[src/rtl/branch_flow_ctrl.sv]
// Branch sequencing for the ID-stage resolver: gates evaluation against hazards
// and memory freezes, drives PC redirect / flush / bubble, keeps perf counters.
module branch_flow_ctrl #(
  parameter int CNT_W = 16
) (
  input  logic             clk,
  input  logic             rst,
  input  logic [1:0]       br_type,
  input  logic             br_taken,
  input  logic [31:0]      br_target,
  input  logic             hazard,
  input  logic             mem_ready,
  output logic             pc_src,
  output logic [31:0]      pc_target,
  output logic             pc_freeze,
  output logic             ifid_freeze,
  output logic             ifid_flush,
  output logic             idex_bubble,
  output logic             pipe_freeze,
  output logic [CNT_W-1:0] br_count,
  output logic [CNT_W-1:0] taken_count
);

  typedef enum logic {RUN = 1'b0, REDIRECT = 1'b1} state_t;

  state_t state, state_nxt;
  logic   eval, take;

  localparam logic [CNT_W-1:0] CNT_MAX = {CNT_W{1'b1}};

  // Evaluation only happens in an unfrozen, hazard-free RUN cycle.
  assign eval = !rst && mem_ready && (state == RUN) && !hazard && (br_type != 2'b00);
  assign take = eval && br_taken;

  always_ff @(posedge clk) begin
    if (rst) state <= RUN;
    else     state <= state_nxt;
  end

  always_comb begin
    state_nxt = state;
    if (mem_ready) begin
      case (state)
        REDIRECT: state_nxt = RUN;
        default:  state_nxt = take ? REDIRECT : RUN;
      endcase
    end
  end

  always_comb begin
    pc_src      = 1'b0;
    pc_freeze   = 1'b0;
    ifid_freeze = 1'b0;
    ifid_flush  = 1'b0;
    idex_bubble = 1'b0;
    pipe_freeze = 1'b0;
    if (rst) begin
      // reset overrides everything, including the memory freeze
    end else if (!mem_ready) begin
      pc_freeze   = 1'b1;
      ifid_freeze = 1'b1;
      pipe_freeze = 1'b1;
    end else if (state == REDIRECT) begin
      pc_src      = 1'b1;
      ifid_flush  = 1'b1;
      idex_bubble = 1'b1;
    end else if (hazard) begin
      pc_freeze   = 1'b1;
      ifid_freeze = 1'b1;
      idex_bubble = 1'b1;
    end
  end

  always_ff @(posedge clk) begin
    if (rst) begin
      pc_target   <= '0;
      br_count    <= '0;
      taken_count <= '0;
    end else begin
      if (take) pc_target <= br_target;
      if (eval && br_count != CNT_MAX)    br_count    <= br_count + CNT_W'(1);
      if (take && taken_count != CNT_MAX) taken_count <= taken_count + CNT_W'(1);
    end
  end

endmodule
[config.mk]
export PLATFORM = sky130hd
export DESIGN_NAME = branch_flow_ctrl
export DESIGN_NICKNAME = d
export VERILOG_FILES = /design/src/rtl/branch_flow_ctrl.sv
export SDC_FILE = /design/constraint.sdc
export NUM_CORES = 1
export LEC_CHECK = 0
export CORE_MARGIN = 4
export CORE_UTILIZATION = 34
export DETAILED_ROUTE_END_ITERATION = 10
export SETUP_SLACK_MARGIN = 0.1
export SYNTH_ARGS = -nofsm -noshare
export SYNTH_HDL_FRONTEND = slang
export SYNTH_SLANG_ARGS = --single-unit
[constraint.sdc]
create_clock -name clk -period 3.7 [get_ports clk]
set_clock_uncertainty 0.05 [all_clocks]
set_input_delay 0.74 -clock clk [delete_from_list [all_inputs] [get_ports clk]]
set_output_delay 0.74 -clock clk [all_outputs]
set_load 0.005 [all_outputs]
==> impl_metrics.sql, run 1 <==
INSERT INTO impl_metrics (metric_group, metric, value, unit) VALUES
('outcome', 'run_status', 'complete, no violations', ''),
('critical_path', 'timing.critical_path.from', 'rst', ''),
('pwr', 'vdd_ir_drop_max', '167', 'uV'),
('detailed_routing', 'via_count', '2926', ''),
('die', 'placementRows', '32', ''),
('global_route', 'grt-ovfl-total', '0', ''),
('timing', 'period_share', '0.806', ''),
('yosys', 'async_sr_flop_fraction', '0', ''),
('die', 'die-area', '9730', 'um^2'),
('yosys', 'synth_commonest_cells', '82 x nand2_1, 65 x dfxtp_1, 55 x a21oi_1, 16 x clkbuf_1, 14 x or4_1', ''),
('die', 'die_x', '98.6', 'um'),
('critical_path', 'timing.reg2reg.setup_slack', '1.29', 'ns'),
('finish', 'drive_above_1_share', '0.0600', ''),
('detailed_routing', 'totalWireLength', '8140', 'um'),
('global_route', 'gr-usage-met1', '0.203', ''),
('place', 'gpl.final_weighted_congestion', '0.805', ''),
('critical_path', 'crit_required', '2.91', 'ns'),
('global_route', 'global_route.usage.total', '0.165', ''),
('clock_network', 'root_buffer', 'clkbuf_8', ''),
('place', 'port-buffer-count', '108', ''),
('clock_network', 'post_cts_buffers', '0', ''),
('timing', 'tightest_hold_margin', '0.402', 'ns'),
('timing', 'worst_slew_pin_slew', '1.20', 'ns'),
('critical_path', 'end_kind', 'output port', ''),
('global_route', 'first_global_vias', '2738', ''),
('critical_path', 'critical_path.startpoint_type', 'input pin', ''),
('yosys', 'synth_warnings', '0', ''),
('timing', 'finalMaxSlewViolations', '0', ''),
('yosys', 'mappedNetlistNets', '383', ''),
('die', 'core', '7850', 'um^2'),
('pwr', 'static-leakage-power', '1.33', 'nW'),
('yosys', 'post-synth-top-count-cell', 'nand2_1', ''),
('worst_hold_path', 'worstHoldPathCells', '2', ''),
('critical_path', 'crit_path_max_fanout', '31', ''),
('clock_network', 'htree_levels', '3', ''),
('yosys', 'register_bit_count_reported_by_yosys', '65', ''),
('yosys', 'mean_instance_size_in_the_synthesized_netlist', '8.17', 'um^2'),
('clock_network', 'cts_resized', '0', ''),
('finish', 'synthToLayoutAreaGrowth', '48.3', '%'),
('detailed_routing', 'post_drt_via_cell_ratio', '5.30', ''),
('detailed_routing', 'routed_wire_length_per_instance', '14.8', 'um'),
('pwr', 'power_per_cell_area', '336', 'nW/um^2'),
('yosys', 'synth_enable_flop_cells', '0', ''),
('critical_path', 'timing.critical_path.arrival', '2.19', 'ns'),
('finish', 'post-route-util', '0.528', ''),
('yosys', 'synth_top_area_cell', 'dfxtp_1', ''),
('timing', 'rsz0062_at_grt', 'no', ''),
('clock_network', 'cts.hold.buffers_added', '0', ''),
('critical_path', 'timing.rr.start', 'state$_SDFFE_PP0P_', ''),
('yosys', 'synthesis.area', '2790', 'um^2'),
('critical_path', 'ff2ff_path_depth', '4', ''),
('place', 'hpwlAfterDp', '5790', 'um'),
('clock_network', 'cts_inserted_buffers', '9', ''),
('yosys', 'synth_top_area_frac', '0.466', ''),
('global_route', 'groute.layer.met3.usage', '0.0665', ''),
('critical_path', 'timing.setup.critical_path_class', 'in -> out', ''),
('job', 'maxCapViolations', '0', ''),
('timing', 'final_count_of_hold_timing_violations', '0', ''),
('yosys', 'synth_ff_type', 'dfxtp_1', ''),
('finish', 'antenna-diode-count', '0', ''),
('die', 'design.portCount', '109', ''),
('finish', 'nNetsFinal', '488', ''),
('clock_network', 'clock_sink_count', '65', ''),
('global_route', 'grt_start_max_net_pins', '43', ''),
('global_route', 'gr-usage-met2', '0.263', ''),
('timing', 'total_negative_slack_for_setup_checks', '0', 'ns'),
('global_route', 'wire_length_of_the_first_global_routing_pass', '13400', 'um'),
('detailed_routing', 'dr.first_iter.drc_count', '70', ''),
('detailed_routing', 'first_pass_iters', '4', ''),
('timing', 'finalSetupViolCount', '0', ''),
('yosys', 'netlist_instances', '342', '');
==> sequential cells by signal, indices dropped and copies added, names as in the netlist <==
signal       flops
pc_target       32
br_count        16
taken_count     16
state            1
==> per-layer routing <==
metal,vias to the layer above,part of all wire
met2,81,0.46
met5,-,0
met1,1375,0.44
li1,1462,-
met3,8,0.085
met4,0,0.011
==> layout make-up <==
cell class	count	area, um^2	share of cell area
clock inverters	3	42.5	0.0103
flip-flops and latches	65	1300	0.314
clock buffers	11	141	0.0341
inverters	3	11.3	0.00272
repair buffers	114	1120	0.271
well taps	102	128	0.0308
multi-input cells	254	1400	0.337
==> logic make-up (layout without fill, tap and decap cells) <==
logic type / Yosys count / in the layout / share of synthesized area
compound gates: 95 / 95 / 0.205
buf+inv: 23 / 131 / 0.0367
fa+ha+maj: 2 / 2 / 0.00896
mux: 2 / 2 / 0.00762
simple gates: 155 / 155 / 0.276
flops: 65 / 65 / 0.466
==> how the worst min path moves through the flow <==
stage | startpoint | to
after global routing | pc_target[0]$_SDFFE_PP0P_ | pc_target[0]$_SDFFE_PP0P_
final | pc_target[26]$_SDFFE_PP0P_ | pc_target[26]$_SDFFE_PP0P_
after detailed placement | pc_target[25]$_SDFFE_PP0P_ | pc_target[25]$_SDFFE_PP0P_
after floorplan | pc_target[0]$_SDFFE_PP0P_ | pc_target[0]$_SDFFE_PP0P_
after global placement | pc_target[21]$_SDFFE_PP0P_ | pc_target[21]$_SDFFE_PP0P_
after CTS | pc_target[25]$_SDFFE_PP0P_ | pc_target[25]$_SDFFE_PP0P_
==> where the power goes <==
group          switching (mW)  leakage, nW  internal [mW]
registers             0.00446        0.524          0.707
clock network           0.258       0.0913          0.321
logic                  0.0409        0.717         0.0612
total                   0.303         1.33           1.09
==> through the flow <==
| step | cells | power (mW) | worst slack, ns | area, um^2 |
|---|---|---|---|---|
| after floorplan | 342 | 0.760 | 0.952 | 2790 |
| after global placement | 538 | 0.829 | 0.470 | 3960 |
| after detailed placement | 538 | 0.830 | 0.418 | 3960 |
| after CTS | 552 | 1.41 | 0.693 | 4140 |
| after global routing | 552 | 1.45 | 0.644 | 4140 |
| final | 552 | 1.39 | 0.718 | 4140 |
==> cells in the final DEF, fill, tap and decap left out, types with 7 or more instances in the layout <==
cell type        synthesis  routed
o31ai_1                 13      13
nand4_1                 11      11
a21oi_1                 55      55
nand2_1                 82      82
and3_1                   7       7
o21ai_0                 10      10
or4_1                   14      14
clkdlybuf4s50_1          0     107
dfxtp_1                 65      65
clkbuf_8                 0      10
==> critical path, stage by stage <==
cell and delay (ns):
buf_2 0.11, buf_4 0.33, inv_1 0.25, and3_1 0.28, clkdlybuf4s50_1 0.48
(Power assumes the default switching activity.)
==> inputs of run 2 (changes only) <==
- clock period: 3.7 -> 2.8 ns (I/O delays scaled with it)
==> impl_metrics.sql, run 2 (synthesis results as in run 1) <==
INSERT INTO impl_metrics (metric_group, metric, value, unit) VALUES
('outcome', 'run_status', 'complete, no violations', ''),
('timing', 'setup_ws', '0.189', 'ns'),
('finish', 'fillerInstances', '777', ''),
('worst_hold_path', 'worstHoldPathCells', '2', ''),
('place', 'port-buffer-count', '108', ''),
('finish', 'mostFrequentLayoutCells', '107 x clkdlybuf4s50_1, 82 x nand2_1, 65 x dfxtp_1, 55 x a21oi_1, 21 x buf_4', ''),
('global_route', 'wire_length_of_the_first_global_routing_pass', '13800', 'um'),
('timing', 'max_freq', '383', 'MHz'),
('pwr', 'vdd_ir_drop_max', '240', 'uV'),
('worst_hold_path', 'origin_of_the_worst_min_delay_path', 'pc_target[21]$_SDFFE_PP0P_', ''),
('clock_network', 'cts_tree', 'done', ''),
('critical_path', 'crit_path_max_incr_delay', '0.53', 'ns'),
('clock_network', 'post_cts_buffers', '0', ''),
('timing', 'final_period_minus_worst_setup_slack', '2.61', 'ns'),
('finish', 'antenna-diode-count', '0', ''),
('place', 'preCtsSetupSlack', '-0.150', 'ns'),
('finish', 'nNetsFinal', '504', ''),
('worst_hold_path', 'timing.hold.worst_endpoint', 'pc_target[21]$_SDFFE_PP0P_', ''),
('finish', 'regMostFlops', 'pc_target', ''),
('clock_network', 'root_buffer', 'clkbuf_8', ''),
('clock_network', 'clock_sink_count', '65', ''),
('clock_network', 'cts_resized', '0', ''),
('critical_path', 'crit_path_frequent_cell', 'or4_1', ''),
('timing', 'finalSetupViolCount', '0', ''),
('finish', 'reg.largest.list', 'pc_target: 32 flops, br_count: 16 flops, taken_count: 16 flops', ''),
('pwr', 'power_per_cell_area', '443', 'nW/um^2'),
('detailed_routing', 'route.antenna.remaining_nets', '0', ''),
('die', 'placementRows', '32', ''),
('detailed_routing', 'post-route-drc-count', '0', ''),
('critical_path', 'critical_path.startpoint_type', 'input pin', ''),
('detailed_routing', 'routed_wire_length_per_instance', '14.9', 'um'),
('critical_path', 'timing.setup.critical_path_class', 'in -> reg', ''),
('global_route', 'initial_antenna_violation_count', '0', ''),
('critical_path', 'timing.critical_path.max_delay_family', 'simple AND/OR/NAND/NOR gates', ''),
('detailed_routing', 'totalWireLength', '8510', 'um'),
('critical_path', 'end_kind', 'flop', ''),
('finish', 'post-route-util', '0.548', ''),
('detailed_routing', 'post_drt_via_cell_ratio', '5.25', ''),
('timing', 'worst_slew_pin_slew', '0.770', 'ns'),
('die', 'design.portCount', '109', ''),
('clock_network', 'cts.hold.buffers_added', '0', ''),
('clock_network', 'htree_levels', '3', ''),
('die', 'die_x', '98.6', 'um'),
('global_route', 'groute.layer.met3.usage', '0.0757', ''),
('clock_network', 'clk_transition_reported_paths', '0.07', 'ns'),
('job', 'maxCapViolations', '0', ''),
('die', 'die_height', '98.6', 'um'),
('global_route', 'global_route.usage.total', '0.171', ''),
('clock_network', 'worst_skew_pair.late_latency', '0.33', 'ns'),
('timing', 'total_negative_slack_for_setup_checks', '0', 'ns'),
('critical_path', 'timing.reg2reg.setup_slack', '0.45', 'ns'),
('die', 'die-area', '9730', 'um^2'),
('detailed_routing', 'first_pass_iters', '4', ''),
('critical_path', 'crit_required', '3.01', 'ns'),
('global_route', 'grt_start_max_net_pins', '39', ''),
('critical_path', 'cp_slowest_cell', 'or4_1', ''),
('critical_path', 'critical_path.reg2reg.endpoint', 'br_count[14]$_SDFFE_PP0P_', ''),
('timing', 'maxSlewHeadroom', '0.483', ''),
('global_route', 'gr-usage-met2', '0.277', ''),
('finish', 'layout_commonest_cell', 'clkdlybuf4s50_1', ''),
('critical_path', 'timing.rr.start', 'state$_SDFFE_PP0P_', ''),
('global_route', 'gr-usage-met1', '0.201', ''),
('timing', 'rsz0062_at_grt', 'no', ''),
('place', 'gpl.final_weighted_congestion', '0.768', ''),
('critical_path', 'timing.critical_path.arrival', '2.83', 'ns'),
('worst_hold_path', 'hold_path_class', 'reg -> reg', ''),
('critical_path', 'crit_chain', 'clkdlybuf4s50_1, or4b_4, buf_4, or4_1, or4_1, a21oi_1', ''),
('global_route', 'grt.busiest_layer', 'met2', ''),
('detailed_routing', 'dr.first_iter.drc_count', '78', ''),
('global_route', 'first_global_vias', '2838', ''),
('timing', 'period_share', '0.933', ''),
('timing', 'final_count_of_hold_timing_violations', '0', ''),
('critical_path', 'cp_num_buf_inv', '2', ''),
('critical_path', 'ff2ff_path_depth', '5', ''),
('global_route', 'grt-ovfl-total', '0', ''),
('place', 'hpwlAfterDp', '6120', 'um'),
('timing', 'tightest_hold_margin', '0.404', 'ns'),
('pwr', 'static-leakage-power', '1.42', 'nW'),
('timing', 'finalMaxSlewViolations', '0', ''),
('die', 'start_util', '0.356', ''),
('finish', 'drive_above_1_share', '0.100', ''),
('clock_network', 'cts_inserted_buffers', '9', ''),
('detailed_routing', 'via_count', '2992', ''),
('die', 'core', '7850', 'um^2'),
('finish', 'synthToLayoutAreaGrowth', '53.9', '%'),
('clock_network', 'clockBufferDepth', '2', ''),
('finish', 'max_ffs_per_register', '32', ''),
('critical_path', 'crit_path_max_fanout', '4', '');
[run 2: cell count changes in the layout (fill, tap and decap cells not counted)]
cell / previous run / this run
clkbuf_1: 1 / 0
or4_4: 0 / 1
buf_12: 0 / 1
clkinv_4: 0 / 2
buf_4: 6 / 21
or4_1: 14 / 13
clkinvlp_4: 1 / 2
[run 2: final cells by class]
| type | instances | area (um^2) | area share |
|---|---|---|---|
| timing repair buffer | 130 | 1250 | 0.292 |
| clock inverter | 6 | 67.6 | 0.0157 |
| clock buffer | 10 | 138 | 0.0320 |
| tap | 102 | 128 | 0.0297 |
| inverter | 3 | 11.3 | 0.00262 |
| sequential | 65 | 1300 | 0.303 |
| multi-input combinational | 254 | 1400 | 0.325 |
[run 2: through the flow]
| stage | std cells | cell area, um^2 | total power [mW] |
|---|---|---|---|
| after floorplan | 342 | 2790 | 1.00 |
| after global placement | 554 | 4090 | 1.11 |
| final | 570 | 4300 | 1.90 |
| after global routing | 570 | 4300 | 1.98 |
| after detailed placement | 554 | 4090 | 1.11 |
| after CTS | 570 | 4290 | 1.93 |
[run 2: where the power goes]
part           total [mW]  switching, mW  leakage (nW)  internal (mW)
logic               0.145         0.0573         0.794         0.0880
clock network       0.818          0.381        0.0985          0.437
registers           0.939        0.00600         0.524          0.933
[run 2: worst min-delay path, cell delays in order (launching register included)]
cell     delay [ns]
dfxtp_1        0.31
nand2_1        0.05
a21oi_1        0.05
[run 2: routing by layer]
layer	vias to the layer above	routed length, um
met5	-	0
met4	0	152
met3	12	832
met2	87	3820
met1	1394	3710
li1	1499	-
[run 2: how the worst max path moves through the flow]
stage | start | end | slack [ns] | depth (start not counted)
floorplan | rst | br_count[15]$_SDFFE_PP0P_ | 0.23 | 6
global placement | mem_ready | br_count[13]$_SDFFE_PP0P_ | -0.10 | 5
detailed placement | mem_ready | br_count[9]$_SDFFE_PP0P_ | -0.15 | 5
CTS | mem_ready | br_count[14]$_SDFFE_PP0P_ | 0.21 | 6
global route | mem_ready | br_count[5]$_SDFFE_PP0P_ | 0.11 | 7
finish | mem_ready | br_count[14]$_SDFFE_PP0P_ | 0.19 | 6
==> inputs of run 3 (changes only) <==
- CELL_PAD_IN_SITES_DETAIL_PLACEMENT: unset -> 0
- CELL_PAD_IN_SITES_GLOBAL_PLACEMENT: unset -> 1
- CORE_UTILIZATION: 34 -> 28
- PLACE_DENSITY_LB_ADDON: unset -> 0.1
- clock period: 2.8 -> 2.4 ns (I/O delays scaled with it)
==> impl_metrics.sql, run 3 (synthesis results as in run 1) <==
INSERT INTO impl_metrics (metric_group, metric, value, unit) VALUES
('outcome', 'run_status', 'complete, no violations', ''),
('critical_path', 'crit_path_max_incr_delay', '0.53', 'ns'),
('critical_path', 'cp_slowest_cell', 'or4_4', ''),
('detailed_routing', 'route.antenna.remaining_nets', '0', ''),
('die', 'start_util', '0.287', ''),
('detailed_routing', 'routed_wire_length_per_instance', '14.4', 'um'),
('clock_network', 'cts_tree', 'done', ''),
('critical_path', 'critical_path.startpoint_type', 'input pin', ''),
('timing', 'period_share', '0.954', ''),
('critical_path', 'timing.critical_path.max_delay_family', 'simple AND/OR/NAND/NOR gates', ''),
('finish', 'layout_commonest_cell', 'clkdlybuf4s50_1', ''),
('die', 'die_height', '108', 'um'),
('place', 'preCtsSetupSlack', '-0.346', 'ns'),
('critical_path', 'timing.setup.critical_path_class', 'in -> reg', ''),
('die', 'die_x', '108', 'um'),
('pwr', 'vdd_ir_drop_max', '253', 'uV'),
('detailed_routing', 'totalWireLength', '8800', 'um'),
('clock_network', 'htree_levels', '3', ''),
('finish', 'reg.largest.list', 'pc_target: 32 flops, br_count: 16 flops, taken_count: 16 flops', ''),
('finish', 'synthToLayoutAreaGrowth', '58.6', '%'),
('critical_path', 'crit_path_frequent_cell', 'or4_4', ''),
('finish', 'nNetsFinal', '513', ''),
('place', 'hpwlAfterDp', '6260', 'um'),
('timing', 'total_negative_slack_for_setup_checks', '0', 'ns'),
('timing', 'final_count_of_hold_timing_violations', '0', ''),
('die', 'core', '9730', 'um^2'),
('finish', 'post-route-cell-area', '4430', 'um^2'),
('detailed_routing', 'first_pass_iters', '4', ''),
('finish', 'finalNonFillerCells', '610', ''),
('detailed_routing', 'post-route-drc-count', '0', ''),
('clock_network', 'clock_sink_count', '65', ''),
('place', 'placement.cell_area', '4180', 'um^2'),
('global_route', 'grt_start_max_net_pins', '37', ''),
('clock_network', 'cts_inserted_buffers', '9', ''),
('die', 'design.portCount', '109', ''),
('detailed_routing', 'post_drt_via_cell_ratio', '4.87', ''),
('detailed_routing', 'dr.first_iter.drc_count', '77', ''),
('global_route', 'wire_length_of_the_first_global_routing_pass', '14100', 'um'),
('die', 'placementRows', '36', ''),
('pwr', 'static-leakage-power', '1.47', 'nW'),
('place', 'gpl.final_weighted_congestion', '0.771', ''),
('die', 'die-area', '11600', 'um^2'),
('pwr', 'design_power_total', '2.22', 'mW'),
('worst_hold_path', 'hold_path_class', 'reg -> reg', ''),
('finish', 'max_ffs_per_register', '32', ''),
('finish', 'antenna-diode-count', '0', ''),
('timing', 'final_period_minus_worst_setup_slack', '2.29', 'ns'),
('timing', 'worst_slew_pin_slew', '0.644', 'ns'),
('timing', 'max_freq', '437', 'MHz'),
('timing', 'finalMaxSlewViolations', '0', ''),
('global_route', 'grt-ovfl-total', '0', ''),
('critical_path', 'crit_required', '2.61', 'ns'),
('critical_path', 'crit_chain', 'dlygate4sd2_1, or4b_4, buf_4, or4_4, or4_4, a21oi_2', ''),
('critical_path', 'end_kind', 'flop', ''),
('timing', 'finalSetupViolCount', '0', ''),
('pwr', 'power_per_cell_area', '501', 'nW/um^2'),
('clock_network', 'clk_transition_reported_paths', '0.07', 'ns'),
('timing', 'rsz0062_at_grt', 'no', ''),
('clock_network', 'clockBufferDepth', '2', ''),
('clock_network', 'root_buffer', 'clkbuf_8', ''),
('timing', 'maxSlewHeadroom', '0.567', ''),
('critical_path', 'timing.critical_path.arrival', '2.50', 'ns'),
('finish', 'drive_above_1_share', '0.132', ''),
('global_route', 'global_route.usage.total', '0.152', ''),
('clock_network', 'cts.hold.buffers_added', '0', ''),
('place', 'port-buffer-count', '108', ''),
('clock_network', 'worst_skew_pair.late_latency', '0.33', 'ns'),
('critical_path', 'crit_path_max_fanout', '5', ''),
('job', 'maxCapViolations', '0', ''),
('detailed_routing', 'via_count', '2972', ''),
('global_route', 'initial_antenna_violation_count', '0', ''),
('critical_path', 'cp_num_buf_inv', '2', ''),
('timing', 'setup_ws', '0.109', 'ns'),
('finish', 'regMostFlops', 'pc_target', ''),
('place', 'placed_instances', '591', ''),
('global_route', 'first_global_vias', '2853', ''),
('finish', 'mostFrequentLayoutCells', '103 x clkdlybuf4s50_1, 82 x nand2_1, 64 x dfxtp_1, 52 x a21oi_1, 29 x buf_4', '');
==> run 3: cell count changes in the layout (fill, tap and decap cells not counted), moves of 3 or more <==
cell	delta
a21oi_1	-3
a21oi_2	+3
buf_4	+8
clkdlybuf4s50_1	-4
dlygate4sd2_1	+4
or4_1	-3
or4_4	+3
==> run 3: final cells by class <==
type / count / area (um^2)
flip-flops and latches: 65 / 1310
repair buffers: 139 / 1320
fillers: 1007 / 5300
clock inverters: 6 / 67.6
clock buffers: 10 / 138
inverters: 3 / 11.3
multi-input cells: 254 / 1420
well taps: 133 / 166
==> run 3: report_power, final <==
part	switching [mW]	internal (mW)
Clock	0.439	0.510
Combinational	0.0691	0.105
Sequential	0.00699	1.09
==> run 3: repair_timing <==
action | 4_1_cts | 5_1_grt
pin swaps | 5 | 8
resized for setup | 7 | 5
setup buffers | 2 | 1
setup endpoints to repair | 13 | 4
==> run 3: worst paths after layout <==
path                              from                        end  slack (ns)  depth (start not counted)
max                             hazard  br_count[10]$_SDFFE_PP0P_        0.11                          6
min          pc_target[4]$_SDFFE_PP0P_  pc_target[4]$_SDFFE_PP0P_        0.40                          2
max reg2reg         state$_SDFFE_PP0P_  br_count[10]$_SDFFE_PP0P_        0.15                          5
min reg2reg  pc_target[4]$_SDFFE_PP0P_  pc_target[4]$_SDFFE_PP0P_        0.40                          2
==> run 3: worst reg2reg max path: stages, from the launching register on <==
cell,delay (ns)
dfxtp_4,0.35
or4b_4,0.52
buf_4,0.16
or4_4,0.53
or4_4,0.43
a21oi_2,0.14
==> run 3: stage by stage <==
stage | util | hold WS, ns
floorplan | - | 0.403
global placement | 0.430 | 0.391
detailed placement | 0.430 | 0.397
CTS | 0.453 | 0.408
global route | 0.455 | 0.422
finish | 0.455 | 0.405
==> run 3: metal layers <==
layer  track usage  wire length (um)  part of all wire
met1         0.181              3780              0.43
met4        0.0433                76            0.0086
met2         0.245              4170              0.47
met3        0.0690               769             0.087
met5             0                 0                 0
